--- config.mk ---
export PLATFORM = sky130hd
export DESIGN_NAME = adder_arbiter
export DESIGN_NICKNAME = d
export VERILOG_FILES = /design/src/rtl/adder_arb_pkg.sv /design/src/rtl/adder_arbiter_rr_pick.sv /design/src/rtl/adder_arbiter.sv
export SDC_FILE = /design/constraint.sdc
export NUM_CORES = 1
export LEC_CHECK = 0
export BUFFER_PORTS_ARGS = -buffer_cell sky130_fd_sc_hd__buf_2
export CAP_MARGIN = 20
export CORE_ASPECT_RATIO = 1.1
export CORE_MARGIN = 4
export CORE_UTILIZATION = 30
export DETAILED_ROUTE_END_ITERATION = 16
export GPL_TIMING_DRIVEN = 1
export REMOVE_ABC_BUFFERS = 1
export SYNTH_ARGS = -nofsm -noshare
export SYNTH_HDL_FRONTEND = slang
export SYNTH_HIERARCHICAL = 1
export SYNTH_SLANG_ARGS = --single-unit
--- constraint.sdc ---
create_clock -name clk -period 3.66 [get_ports clk]
set_input_delay 0 -clock clk [delete_from_list [all_inputs] [get_ports clk]]
set_output_delay 0 -clock clk [all_outputs]
set_load 0.005 [all_outputs]
--- src/rtl/adder_arb_pkg.sv ---
// Shared types and constants for the round-robin shared-adder arbiter.
// Optional subtract support is enabled by defining ADDER_ARB_SUB_EN.
package adder_arb_pkg;

    localparam int DEF_WIDTH = 32;

    localparam int FLAG_V = 0;
    localparam int FLAG_N = 1;
    localparam int FLAG_Z = 2;
    localparam int FLAG_C = 3;

    typedef enum logic [1:0] {
        IDLE = 2'd0,
        EXEC = 2'd1,
        RESP = 2'd2
    } state_e;

endpackage

--- src/rtl/adder_arbiter_rr_pick.sv ---
// Combinational round-robin picker: first set request at or after ptr_i,
// wrapping, reported both one-hot and as an index.
module rr_pick #(
    parameter int NREQ = 2,
    parameter int IDW  = 3
) (
    input  logic [NREQ-1:0] req_i,
    input  logic [IDW-1:0]  ptr_i,
    output logic [NREQ-1:0] win_o,
    output logic [IDW-1:0]  win_id_o
);

    logic [NREQ-1:0] rot;
    logic [IDW-1:0]  pos;
    logic [IDW:0]    abs_id;

    // Rotate so the pointer position lands at bit 0, then take the lowest set bit.
    always_comb begin
        rot    = NREQ'({req_i, req_i} >> ptr_i);
        pos    = '0;
        for (int k = NREQ - 1; k >= 0; k--) begin
            if (rot[k]) begin
                pos = IDW'(k);
            end
        end
        abs_id = {1'b0, ptr_i} + {1'b0, pos};
        if (abs_id >= (IDW + 1)'(NREQ)) begin
            abs_id = abs_id - (IDW + 1)'(NREQ);
        end
        win_id_o = abs_id[IDW-1:0];
        win_o    = |req_i ? (NREQ'(1) << win_id_o) : '0;
    end

endmodule

--- src/rtl/adder_arbiter.sv ---
// Shares one WIDTH-bit adder among NREQ requesters with round-robin arbitration.
// Define ADDER_ARB_SUB_EN to add the per-requester op_sub (A - B) input.
module adder_arbiter
    import adder_arb_pkg::*;
#(
    parameter int NREQ  = 2,
    parameter int WIDTH = DEF_WIDTH,
    parameter int IDW   = 3
) (
    input  logic                  clk,
    input  logic                  reset,
    input  logic [NREQ-1:0]       req,
    input  logic [NREQ*WIDTH-1:0] op_a,
    input  logic [NREQ*WIDTH-1:0] op_b,
    input  logic [NREQ-1:0]       op_sign,
`ifdef ADDER_ARB_SUB_EN
    input  logic [NREQ-1:0]       op_sub,
`endif
    output logic [NREQ-1:0]       gnt,
    output logic                  busy,
    output logic                  rsp_valid,
    input  logic                  rsp_ready,
    output logic [IDW-1:0]        rsp_id,
    output logic [WIDTH-1:0]      result,
    output logic [3:0]            flags
);

    state_e           state_q, state_d;
    logic [NREQ-1:0]  gnt_q, gnt_d;
    logic [WIDTH-1:0] a_q, a_d;
    logic [WIDTH-1:0] b_q, b_d;
    logic             sign_q, sign_d;
    logic             sub_q, sub_d;
    logic [IDW-1:0]   id_q, id_d;
    logic [IDW-1:0]   ptr_q, ptr_d;
    logic [WIDTH-1:0] res_q, res_d;
    logic [3:0]       flags_q, flags_d;
    logic             valid_q, valid_d;

    logic [NREQ-1:0]  win;
    logic [IDW-1:0]   win_id;
    logic [WIDTH-1:0] b_eff;
    logic [WIDTH:0]   sum_w;
    logic [3:0]       flags_w;

    rr_pick #(
        .NREQ (NREQ),
        .IDW  (IDW)
    ) u_pick (
        .req_i    (req),
        .ptr_i    (ptr_q),
        .win_o    (win),
        .win_id_o (win_id)
    );

    // Subtraction is A + ~B + 1, so carry out means "no borrow".
    always_comb begin
        b_eff   = sub_q ? ~b_q : b_q;
        sum_w   = {1'b0, a_q} + {1'b0, b_eff} + {{WIDTH{1'b0}}, sub_q};
        flags_w = '0;
        flags_w[FLAG_C] = sum_w[WIDTH];
        flags_w[FLAG_Z] = (sum_w[WIDTH-1:0] == '0);
        flags_w[FLAG_N] = sign_q & sum_w[WIDTH-1];
        flags_w[FLAG_V] = sign_q
                        & (a_q[WIDTH-1] == b_eff[WIDTH-1])
                        & (sum_w[WIDTH-1] != a_q[WIDTH-1]);
    end

    always_comb begin
        state_d = state_q;
        gnt_d   = '0;
        a_d     = a_q;
        b_d     = b_q;
        sign_d  = sign_q;
        sub_d   = sub_q;
        id_d    = id_q;
        ptr_d   = ptr_q;
        res_d   = res_q;
        flags_d = flags_q;
        valid_d = valid_q;
        unique case (state_q)
            IDLE: begin
                if (|req) begin
                    state_d = EXEC;
                    gnt_d   = win;
                    id_d    = win_id;
                    for (int i = 0; i < NREQ; i++) begin
                        if (win[i]) begin
                            a_d    = op_a[i*WIDTH +: WIDTH];
                            b_d    = op_b[i*WIDTH +: WIDTH];
                            sign_d = op_sign[i];
`ifdef ADDER_ARB_SUB_EN
                            sub_d  = op_sub[i];
`else
                            sub_d  = 1'b0;
`endif
                        end
                    end
                end
            end
            EXEC: begin
                state_d = RESP;
                res_d   = sum_w[WIDTH-1:0];
                flags_d = flags_w;
                valid_d = 1'b1;
            end
            RESP: begin
                if (rsp_ready) begin
                    state_d = IDLE;
                    valid_d = 1'b0;
                    ptr_d   = (id_q == IDW'(NREQ - 1)) ? '0 : id_q + IDW'(1);
                end
            end
            default: begin
                state_d = IDLE;
            end
        endcase
    end

    always_ff @(posedge clk) begin
        if (reset) begin
            state_q <= IDLE;
            gnt_q   <= '0;
            a_q     <= '0;
            b_q     <= '0;
            sign_q  <= 1'b0;
            sub_q   <= 1'b0;
            id_q    <= '0;
            ptr_q   <= '0;
            res_q   <= '0;
            flags_q <= '0;
            valid_q <= 1'b0;
        end else begin
            state_q <= state_d;
            gnt_q   <= gnt_d;
            a_q     <= a_d;
            b_q     <= b_d;
            sign_q  <= sign_d;
            sub_q   <= sub_d;
            id_q    <= id_d;
            ptr_q   <= ptr_d;
            res_q   <= res_d;
            flags_q <= flags_d;
            valid_q <= valid_d;
        end
    end

    assign gnt       = gnt_q;
    assign busy      = (state_q != IDLE);
    assign rsp_valid = valid_q;
    assign rsp_id    = id_q;
    assign result    = res_q;
    assign flags     = flags_q;

endmodule

==> metrics.md <==
| Metric | Value |
|---|---|
| Synthesized area | `6490 um^2` |
| Clock sinks | `~110` |
| Maxcap violations | `0` |
| Multi-input logic area | `about 4000 um^2` |
| Filler Cell Count | `2254` |
| Vias in the first global route | `5620` |
| I/O pin count | `178` |
| Post-DP HPWL | `13200 um` |
| Cts repair resizes | `0` |
| Worst min path class | `in2reg` |
| Worst stage delay on the critical path | `between 400 and 500 ps` |
| CP endpoint kind | `flip-flop` |
| GPL Wtd Cong | `0.839` |
| Synth Register Bits | `112` |
| Cell with the most instances after synthesis | `dfxtp_1` |
| CTS tree | `built` |
| Initial antenna violation count | `0` |
| Synth area leader | `dfxtp_1` |
| Port buffer count | `about 180` |
| Synth area leaders | `dfxtp_1, mux2i_1, a211oi_1` |
| Grt ovf | `0` |
| Number of setup violations in the final report | `0` |
| Die ar. | `24000 um^2` |
| Fin crit share | `0.932` |
| Final Critical Period | `3410 ps` |
| Final Hold Vio Count | `0` |
| Ys flop type | `dfxtp_1` |
| DRC viols | `0` |
| Syn. warnings | `6` |
| Post-synthesis sequential area ratio | `0.346` |
| Worst-skew pair later-pin latency | `360 ps` |
| Leak | `around 3.4 nW` |
| Worst-path clk slew | `roughly 80 ps` |
| CP max stage cell | `or4_1` |
| CTS root buffer | `clkbuf_16` |
| CTS H-tree lvls | `3` |
| Crit Path Max Fanout | `6` |
| Fraction of layout cells with a size suffix above 1 | `0.232` |
| Die X | `148 um` |
| RSZ-0062 raised after global routing | `no` |
| First-pass GRT wire length | `~28000 um` |
| Max Freq | `293 MHz` |
| Clock Tree Buf Depth | `2` |
| CP required | `3960 ps` |
| ANT nets after route | `0` |
| CORE AREA | `21300 um^2` |
| Via count | `around 6k` |
| Worst Tran Pin Value | `737 ps` |
| Cells along the critical path | `ha_1, fa_1, a21o_1, a221oi_4, nor3_2, nor3_4, a21oi_2, a311o_1, xor2_1, or2_0, or4_1, o21ai_1` |
| DR pass1 iterations | `5` |
| Largest net degree at the start of global routing | `roughly 130` |
| Max-slew headroom | `0.506` |
| Num CTS Buffers | `9` |
| Sequential cell area | `2240 um^2` |
| Final net count | `1111` |
| Post-Synthesis Cells | `774` |
| Commonest cells in the netlist | `dfxtp_1, nor2_1, nand2_1, a211oi_1, a21oi_1` |
| Antenna Cells | `0` |
| Cell variety after synth | `66` |
| Layout area overhead | `26.4%` |
| CP startpoint kind | `flip-flop` |
| Final core utilization | `0.385` |
| EDFF count, synth | `0` |
| Critical path type | `reg2reg` |
| Outcome | `finished clean` |
| Die Height | `162 um` |
| Worst Clk Skew | `10.3 ps` |
| Syn Area/Cell | `8.38 um^2` |
| Wirelength per Cell | `14.0 um` |
| Critical path arrival | `3710 ps` |
| Overall Global Routing Usage | `0.142` |
| Setup TNS | `0 ps` |
| # rows | `56` |
| PwrDens | `466 nW/um^2` |
| Initial DRC Count | `257` |
| Vias/cell | `between 4 and 5` |
| Synth async-reset ratio | `0` |
| Final Max Tran Viols | `0` |
| Synth top area share | `0.346` |
| VDD IR max | `0.000298 V` |
| Total Wirelength | `17300 um` |
| Initial Util | `0.305` |
==> state kept, by name (all words and copies together) (netlist names) <==
signal and cells:
a_q 32, b_q 32, result 32, flags 4
ptr_q 3, rsp_id 3, gnt 2, state_q 2
rsp_valid 1, sign_q 1
==> logic make-up (layout without fill, tap and decap cells) <==
group                    count (synthesis)  in the layout  synth area share
AO/OA/AOI/OAI                          219            219             0.226
XOR/XNOR                                26             26            0.0351
adder cells (fa/ha/maj)                 35             35            0.0687
buffers and inverters                   60            232            0.0351
flip-flops                             112            112             0.346
multiplexers                            71             71             0.110
AND/OR/NAND/NOR                        251            251             0.180
==> cell type report <==
cell class	instances	area share
multi-input cells	602	0.492
well taps	290	0.0442
clock buffers	11	0.0284
flip-flops and latches	112	0.273
inverters	7	0.00320
clock inverters	5	0.00992
repair buffers	209	0.149
==> worst paths after layout <==
kind / from / endpoint / slack, ps / cells after the start
min: op_a[31] / a_q[31]$_SDFFE_PP0P_ / 0.4 / 3
max: a_q[0]$_SDFFE_PP0P_ / flags[2]$_SDFFE_PP0P_ / 250 / 12
max reg2reg: a_q[0]$_SDFFE_PP0P_ / flags[2]$_SDFFE_PP0P_ / 250 / 12
min reg2reg: flags[0]$_SDFFE_PP0P_ / flags[0]$_SDFFE_PP0P_ / 450 / 2
==> critical path, delay by kind of cell, from the launching register on <==
family	cells	cell delay, ps
AOI/OAI and AO/OA	5	1270
adders and majority gates	2	620
DFF	1	320
and+or+nand+nor	4	1000
xor gates and xnor gates	1	170
==> through the flow <==
| step | instance area (um^2) | setup slack (ps) | total power, mW | hold WS, ps | instances |
|---|---|---|---|---|---|
| after floorplan | 6290 | -7710 | 2.43 | 69.1 | 721 |
| after global placement | 7630 | 306 | 2.77 | 294 | 1194 |
| after detailed placement | 7630 | 239 | 2.78 | 290 | 1194 |
| after CTS | 8200 | 236 | 3.87 | 0.139 | 1236 |
| after global routing | 8200 | 42.2 | 4.10 | 17.6 | 1236 |
| final | 8200 | 248 | 3.82 | 0.392 | 1236 |
==> cell usage in the layout (no fill, tap or decap), drive strengths merged, types with 5 or more instances in the layout <==
cell / instances
ha: 34
o21a: 7
nor3: 15
o21ai: 20
nand2: 82
nor2: 96
o211ai: 5
mux2i: 69
xnor2: 17
a21o: 11
a211oi: 77
nand2b: 5
a21oi: 73
xor2: 9
inv: 7
o21bai: 8
and3: 5
dlygate4sd3: 26
nand3: 8
or2: 5
clkbuf: 11
buf: 183
nand4: 11
dfxtp: 112
==> repair_timing <==
action                                  4_1_cts  5_1_grt
buffers inserted                              0        0
endpoints found under the setup margin        0        0
hold endpoints to repair                     16        0
hold buffers                                 26        0
==> routing by layer <==
layer  GRT usage  share of wire  vias up
li1            -              -     3154
met1       0.201           0.48     2674
met2       0.229           0.47      131
met3      0.0218          0.045        6
met4      0.0328         0.0056        0
met5           0              0        -
==> where the power goes <==
group,switching (mW),internal [mW]
Clock,0.448,0.601
Sequential,0.0891,1.37
Combinational,0.749,0.560
Total,1.29,2.54
Power figures use the tool's default switching activity.
